[config.mk]
export PLATFORM = sky130hd
export DESIGN_NAME = lpm_rom_arbiter
export DESIGN_NICKNAME = d
export VERILOG_FILES = /design/src/rtl/lpm_rom_arbiter.sv
export SDC_FILE = /design/constraint.sdc
export NUM_CORES = 1
export LEC_CHECK = 0
export BUFFER_PORTS_ARGS = -buffer_cell sky130_fd_sc_hd__buf_2
export CORE_MARGIN = 5
export CORE_UTILIZATION = 35
export CTS_BUF_LIST = sky130_fd_sc_hd__clkbuf_4 sky130_fd_sc_hd__clkbuf_8
export CTS_CLUSTER_DIAMETER = 60
export DETAILED_ROUTE_END_ITERATION = 8
export PLACE_DENSITY_LB_ADDON = 0.2
export SKIP_LAST_GASP = 1
export SYNTH_ARGS = -nofsm -noshare
export SYNTH_HDL_FRONTEND = slang
export SYNTH_SLANG_ARGS = --single-unit
[constraint.sdc]
create_clock -name clock -period 3.51 [get_ports clock]
set_clock_uncertainty 0.2 [all_clocks]
set_input_delay 0.702 -clock clock [delete_from_list [all_inputs] [get_ports clock]]
set_output_delay 0.702 -clock clock [all_outputs]
set_load 0.03 [all_outputs]
[src/rtl/lpm_rom_arbiter.sv]
// Round-robin read arbiter in front of a 2-cycle registered lpm_rom; tracks winner index to returns.
// Optional out-of-range checking is enabled by defining LPM_ROM_ARB_BOUND_CHECK_EN.
module lpm_rom_arbiter #(
  parameter int unsigned lpm_width    = 8,
  parameter int unsigned lpm_widthad  = 8,
  parameter int unsigned lpm_numwords = 1 << lpm_widthad,
  parameter int unsigned num_req      = 4
) (
  input  logic                           clock,
  input  logic                           aclr_n,
  input  logic [num_req-1:0]             req,
  input  logic [num_req*lpm_widthad-1:0] addr,
  output logic [num_req-1:0]             gnt,
  output logic [num_req-1:0]             rvalid,
  output logic [lpm_width-1:0]           rdata,
  output logic                           rerr,
  output logic [lpm_widthad-1:0]         rom_address,
  output logic                           rom_memenab,
  input  logic [lpm_width-1:0]           rom_q
);

  localparam int unsigned PtrW = $clog2(num_req);

  logic [PtrW-1:0]        ptr_q;
  logic [PtrW-1:0]        win_idx;
  logic                   win_found;
  logic [lpm_widthad-1:0] sel_addr;
  logic [lpm_widthad-1:0] addr_q;
  logic                   grant_err;

  logic                   s1_valid_q, s2_valid_q;
  logic [PtrW-1:0]        s1_idx_q, s2_idx_q;
  logic                   s1_err_q, s2_err_q;

  // Scan req starting at ptr_q, wrapping modulo num_req; first hit wins.
  always_comb begin
    int cand;
    cand      = 0;
    win_found = 1'b0;
    win_idx   = '0;
    for (int k = 0; k < int'(num_req); k++) begin
      cand = int'(ptr_q) + k;
      if (cand >= int'(num_req)) cand = cand - int'(num_req);
      for (int j = 0; j < int'(num_req); j++) begin
        if (!win_found && (j == cand) && req[j]) begin
          win_found = 1'b1;
          win_idx   = PtrW'(j);
        end
      end
    end
  end

  always_comb begin
    gnt      = '0;
    sel_addr = '0;
    for (int j = 0; j < int'(num_req); j++) begin
      gnt[j] = win_found && (win_idx == PtrW'(j));
      if (gnt[j]) sel_addr = addr[j*lpm_widthad +: lpm_widthad];
    end
  end

`ifdef LPM_ROM_ARB_BOUND_CHECK_EN
  assign grant_err = win_found && (64'(sel_addr) >= 64'(lpm_numwords));
`else
  assign grant_err = 1'b0;
`endif

  // Out-of-range grants still launch, but the ROM sees address 0.
  always_comb begin
    if (!win_found)     rom_address = addr_q;
    else if (grant_err) rom_address = '0;
    else                rom_address = sel_addr;
  end

  assign rom_memenab = 1'b1;

  always_ff @(posedge clock or negedge aclr_n) begin
    if (!aclr_n) begin
      ptr_q      <= '0;
      addr_q     <= '0;
      s1_valid_q <= 1'b0;
      s1_idx_q   <= '0;
      s1_err_q   <= 1'b0;
      s2_valid_q <= 1'b0;
      s2_idx_q   <= '0;
      s2_err_q   <= 1'b0;
    end else begin
      if (win_found) begin
        addr_q <= rom_address;
        if (win_idx == PtrW'(num_req - 1)) ptr_q <= '0;
        else                                ptr_q <= win_idx + PtrW'(1);
      end
      s1_valid_q <= win_found;
      s1_idx_q   <= win_idx;
      s1_err_q   <= grant_err;
      s2_valid_q <= s1_valid_q;
      s2_idx_q   <= s1_idx_q;
      s2_err_q   <= s1_err_q;
    end
  end

  always_comb begin
    rvalid = '0;
    for (int j = 0; j < int'(num_req); j++) begin
      rvalid[j] = s2_valid_q && (s2_idx_q == PtrW'(j));
    end
  end

  assign rdata = (s2_valid_q && !s2_err_q) ? rom_q : '0;

`ifdef LPM_ROM_ARB_BOUND_CHECK_EN
  assign rerr = s2_valid_q && s2_err_q;
`else
  assign rerr = 1'b0;
`endif

endmodule

## Yosys cells after proc, flatten, opt, wreduce, memory -nomap -nowiden

Index checks and enable logic that the tools add are counted.

| storage, ports and cells | value |
|---|---|
| output and inout port bits | 26 |
| bits in registers | 16 |

| operators by class | value |
|---|---|
| multiplexer cells | 42 |
| eq/ne operators | 18 |
| $lt $le $gt $ge | 4 |
| add/subtract/negate cells | 8 |
| reduce and logical (&&, ||, !) cells | 60 |

Operator list:

| kind | count |
|---|---|
| $eq 3x32->1 const A | 8 |
| $eq 2x32->1 const A | 4 |
| $logic_not 32->1 | 4 |
| $mux 32 | 4 |
| $mux 8 | 6 |
| $logic_and 1x1->1 | 39 |
| $mux 2 | 15 |
| $mux 1 | 17 |
| $logic_not 1->1 | 15 |
| $sub 3x3->4 const B | 3 |
| $ge 3x3->1 const B | 3 |
| $eq 2x2->1 const B | 4 |
| $add 2x2->3 const B | 2 |
| $eq 2x1->1 const B | 2 |
| $logic_not 2->1 | 2 |
| $sub 2x3->4 const B | 1 |
| $add 2x1->3 const B | 1 |
| $ge 2x3->1 const B | 1 |
| $add 2x1->2 const B | 1 |

## Logic depth before layout (Yosys ltp)

| depth | value |
|---|---|
| depth after elaboration | 72 |
| gate-level depth with buffers | 10 |
| depth with buffers taken out | 10 |

## Least setup slack after synthesis

No wires, ideal clock.

| timing path | value |
|---|---|
| kind | input-to-output |
| start | input req[3] |
| end | output rom_address[7] |
| cell stages on the path | 10 |
| required time | 2.608 ns |
| arrival | 2.571 ns |
| slack | 0.037 ns |
| buffers on the path | 1 |
| cells stage by stage | clkbuf_1 -> mux2i_1 -> a22oi_1 -> nor2b_1 -> inv_1 -> ha_1 -> and3_1 -> a21boi_0 -> a311oi_1 -> o21ai_1 |

| on the way | value |
|---|---|
| word-level cells in the longest chain between the ends | 57 |
| elaborated cells between the ends (all ways) | 76 |
| classes of those cells | eq/ne: 3; mux: 31; reduce/logical: 42 |

Ends and longest elaborated chain:

| item | line | text |
|---|---|---|
| from (decl) | 11 | `input logic [num_req-1:0] req,` |
| $logic_and 1x1->1 | 45 | `if (!win_found && (j == cand) && req[j]) begin` |
| $mux 1 | 45 |  |
| $logic_not 1->1 | 45 |  |
| $logic_and 1x1->1 (2 in series) | 45 |  |
| $mux 1 | 45 |  |
| $logic_not 1->1 | 45 |  |
| $logic_and 1x1->1 (2 in series) | 45 |  |
| $mux 1 | 45 |  |
| (+37 left out) | n/a |  |
| $logic_and 1x1->1 (2 in series) | 45 |  |
| $mux 2 (*) | 45 |  |
| via win_idx[0] | 25 | `logic [PtrW-1:0] win_idx;` |
| $logic_not 2->1 | 57 | `gnt[j] = win_found && (win_idx == PtrW'(j));` |
| $logic_and 1x1->1 | 57 |  |
| $mux 8 (3 in series) | 58 | `if (gnt[j]) sel_addr = addr[j*lpm_widthad +: lpm_widthad];` |
| $mux 8 (*) | 58 |  |
| $mux 8 (*) | 70 | `if (!win_found) rom_address = addr_q;` |
| to (decl) | 17 | `output logic [lpm_widthad-1:0] rom_address,` |

The timed path passes the listed nets; every way through them passes the cells marked *.

## Final worst setup path

| timing path | value |
|---|---|
| start | register ptr_q[1] |
| end | output rom_address[5] |

| on the way | value |
|---|---|
| word-level cells in the longest chain between the ends | 72 |
| elaborated cells between the ends (all ways) | 121 |
| classes of those cells | add/sub: 7; order compare: 4; eq/ne: 15; mux: 40; reduce/logical: 55 |

Ends and longest elaborated chain:

| item | line | text |
|---|---|---|
| from (decl) | 24 | `logic [PtrW-1:0] ptr_q;` |
| from (signal assigned) | 91 | `else ptr_q <= win_idx + PtrW'(1);` |
| $sub 2x3->4 / $ge 2x3->1 (equally long branches) | 43 | `if (cand >= int'(num_req)) cand = cand - int'(num_req);` |
| $mux 32 | 43 |  |
| $logic_not 32->1 | 45 |  |
| $logic_and 1x1->1 | 45 |  |
| $mux 1 | 45 |  |
| $logic_not 1->1 | 45 |  |
| $logic_and 1x1->1 (2 in series) | 45 |  |
| $mux 1 | 45 |  |
| (+53 left out) | n/a |  |
| $logic_and 1x1->1 (2 in series) | 45 |  |
| $mux 2 (*) | 45 |  |
| via win_idx[0] | 25 |  |
| $logic_not 2->1 | 57 |  |
| $logic_and 1x1->1 | 57 |  |
| $mux 8 (3 in series) | 58 |  |
| $mux 8 (*) | 58 |  |
| $mux 8 (*) | 70 |  |

Marks and branches as above.

==> summary.md <==
| Metric | Value |
|---|---|
| Routed vias/inst | `5.016` |
| Flops & latches, synth | `16` |
| CTS buffer count | `3` |
| # DRC | `0` |
| CTS tree | `yes` |
| Achievable frequency | `292.2 MHz` |
| Reg area | `402.9 um^2` |
| Flop2flop setup slack | `1010 ps` |
| Net load switching power | `0.6276 mW` |
| Cell variety after synth | `33` |
| CP Launch Type | `register` |
| Final Setup Violations | `0` |
| Sequential cell area fraction in the yosys report | `32.32%` |
| Yosys warns | `0` |
| Layout cells sized above 1 | `49.53%` |
| Syn Inst Count | `approximately 140` |
| IO Pins | `just over 70` |
| Die Ht | `69.49 um` |
| R2r endpoint | `addr_q[5]` |
| GRT overflow | `0` |
| Final Hold Fails | `0` |
| Prevailing post-synth register cell | `dfrtp_1` |
| DR iter-0 viols | `46` |
| Worst hold margin | `between 100 and 150 ps` |
| Clock Tree Root | `clkbuf_4` |
| Leak pwr | `0.8871 nW` |
| Syn avg cell area | `slightly below 9 um^2` |
| First-pass GRT wire length | `slightly below 6000 um` |
| Crit end category | `primary output` |
| Top cells by area, synth | `dfrtp_1, and3_1, a311oi_2, o21ai_1, and2_1` |
| Slew Limit Fails | `0` |
| ANT nets after route | `0` |
| Clk_lat worst skew | `270 ps` |
| Total Wirelength | `3587 um` |
| Sw Share | `about half` |
| Row cnt | `21` |
| CP arrival | `2520 ps` |
| Initial antenna violation count | `0` |
| Dpl cell area | `0.001643 mm^2` |
| Yosys top cell area share | `32.32%` |
| RSZ-0062 raised after global routing | `yes` |
| CTS Buffer Depth | `2` |
| Largest net degree at the start of global routing | `18` |
| Setup Crit Path Kind | `reg2out` |
| Number of enable flip-flop cells after synthesis | `0` |
| Final Critical Period | `roughly 3400 ps` |
| CTS sink cnt | `16` |
| Layout area overhead | `41.11%` |
| Die area | `roughly 0.0048 mm^2` |
| Internal power | `0.6672 mW` |
| Post-DP HPWL | `2902 um` |
| DR pass1 iterations | `4` |
| Post-place setup slack | `between 2 and 2.5 ps` |
| R2R Path Start | `ptr_q[1]` |
| Initial core utilization | `between 30% and 40%` |
| WP data required | `2610 ps` |
| Die width | `69.49 um` |
| Worst hold path class | `in2async` |
| Port-buffer cells | `69` |
| Clock power frac | `about a tenth` |
| Finished Layout Cells | `258` |
| H-tree levels | `1` |
| Peak supply drop | `0.0002540 V` |
| Number of diodes | `0` |
| Wire per inst | `roughly 14 um` |
| Commonest cells post-synth | `and3_1, o21ai_1, dfrtp_1` |
| Via count | `1,294` |
| R2r worst-path depth | `11` |
| Design Power | `1.295 mW` |
| Nets | `261` |
| Final instance area | `0.001748 mm^2` |
| Reg clk slew, reported paths | `90 ps` |
| Sequential Power Share | `~24%` |
| Mapped Area | `between 0.001 and 0.0015 mm^2` |
| Cell taking the most area after synthesis | `dfrtp_1` |
| Placer congestion estimate | `between 0.8 and 0.9` |
| Synth async-reset ratio | `between 90% and 100%` |
| Status | `finished, final reports clean` |
| Crit-path max FO | `7` |
| Placed insts | `252` |
| Period utilisation layout | `97.51%` |
| Fill cell count | `332` |
| Footprint of the multi-input gates | `809.5 um^2` |
| Setup ws final | `87.36 ps` |
| Core area | `approximately 0.0034 mm^2` |
| Comb power frac | `about two thirds` |
| Power Dens Cells | `740.7 mW/mm^2` |
| Cts-stage hold buffer count | `0` |
| Vias in the first global route | `1,291` |
| Syn_nets | `around 190` |
| Gr usage total | `14.12%` |
| Max-cap violations | `0` |
-- through the flow --
step	utilization, %	TNS (ps)
floorplan	-	0
global placement	48.47	0
detailed placement	48.47	0
CTS	49.65	0
global route	51.57	-96.32
finish	51.57	0
-- sequential cells by signal, summed over array words and instances (netlist names) --
| signal | count |
|---|---|
| s1_valid_q | 1 |
| ptr_q | 2 |
| s2_idx_q | 2 |
| s2_valid_q | 1 |
| addr_q | 8 |
| s1_idx_q | 2 |
-- power groups by stage --
stage | registers (mW) | clock network (mW) | logic [mW]
after floorplan | 0.292 | 0 | 0.591
after CTS | 0.304 | 0.122 | 0.804
final | 0.313 | 0.120 | 0.861
after detailed placement | 0.306 | 0 | 0.802
after global routing | 0.322 | 0.130 | 0.938
after global placement | 0.303 | 0 | 0.785
-- how the worst max path moves through the flow --
stage | start | to | slack, ps | depth (start not counted)
global route | ptr_q[1] | rom_address[5] | -80 | 11
floorplan | req[3] | rom_address[7] | 40 | 10
global placement | req[3] | rom_address[5] | 90 | 11
detailed placement | req[3] | rom_address[7] | 2 | 11
finish | ptr_q[1] | rom_address[5] | 90 | 11
CTS | ptr_q[1] | rom_address[2] | 10 | 11
-- critical path, stage by stage, from the launching register on --
cell and delay (ps):
dfrtp_2 470, mux2i_1 150, a22oi_2 220, nor2b_4 200, inv_2 50, ha_4 170
buf_6 120, and3_1 130, a21boi_1 130, a311oi_2 330, o21ai_1 100, buf_4 170
-- layout make-up --
| class | count | area share [%] |
|---|---|---|
| repair buffers | 79 | 24.41 |
| flip-flops and latches | 16 | 23.05 |
| well taps | 46 | 3.293 |
| clock buffers | 4 | 2.076 |
| inverters | 4 | 0.8590 |
| multi-input cells | 109 | 46.31 |
-- cell families (layout without fill, tap and decap cells) --
family          count (synthesis)  count (layout)  synth area share (%)
compound gates                 59              59                 35.66
fa+ha+maj                       2               2                 2.020
buf+inv                        14              87                 5.960
flops                          16              16                 32.32
mux                             1               1                0.8081
other cells                     2               2                0.6063
simple gates                   45              45                 22.63
-- repair_timing --
item	CTS	global route
endpoints found under the setup margin	6	8
gates resized for setup	2	19
setup buffers	0	2
pin swaps	2	7
-- cell usage in the layout (no fill, tap or decap), drive strengths merged, types with 2 or more instances in the layout --
cell type,Yosys,layout
o21ai,19,19
nor2b,4,4
nand2,6,6
buf,6,79
and2,10,10
ha,2,2
dfrtp,16,16
clkbuf,4,4
a311oi,8,8
nand2b,3,3
inv,4,4
conb,2,2
a21oi,10,10
o21bai,8,8
a21boi,9,9
and3,17,17
nor2,2,2
-- metal layers --
layer / part of all wire, % / up-vias / global-route usage, %
met5: 0 / - / 0
met4: 1.2 / 0 / 3.905
met3: 8.1 / 4 / 3.478
met2: 44 / 55 / 23.73
met1: 47 / 587 / 17.88
li1: - / 648 / -
No activity file was read; power rests on OpenSTA's default activity.
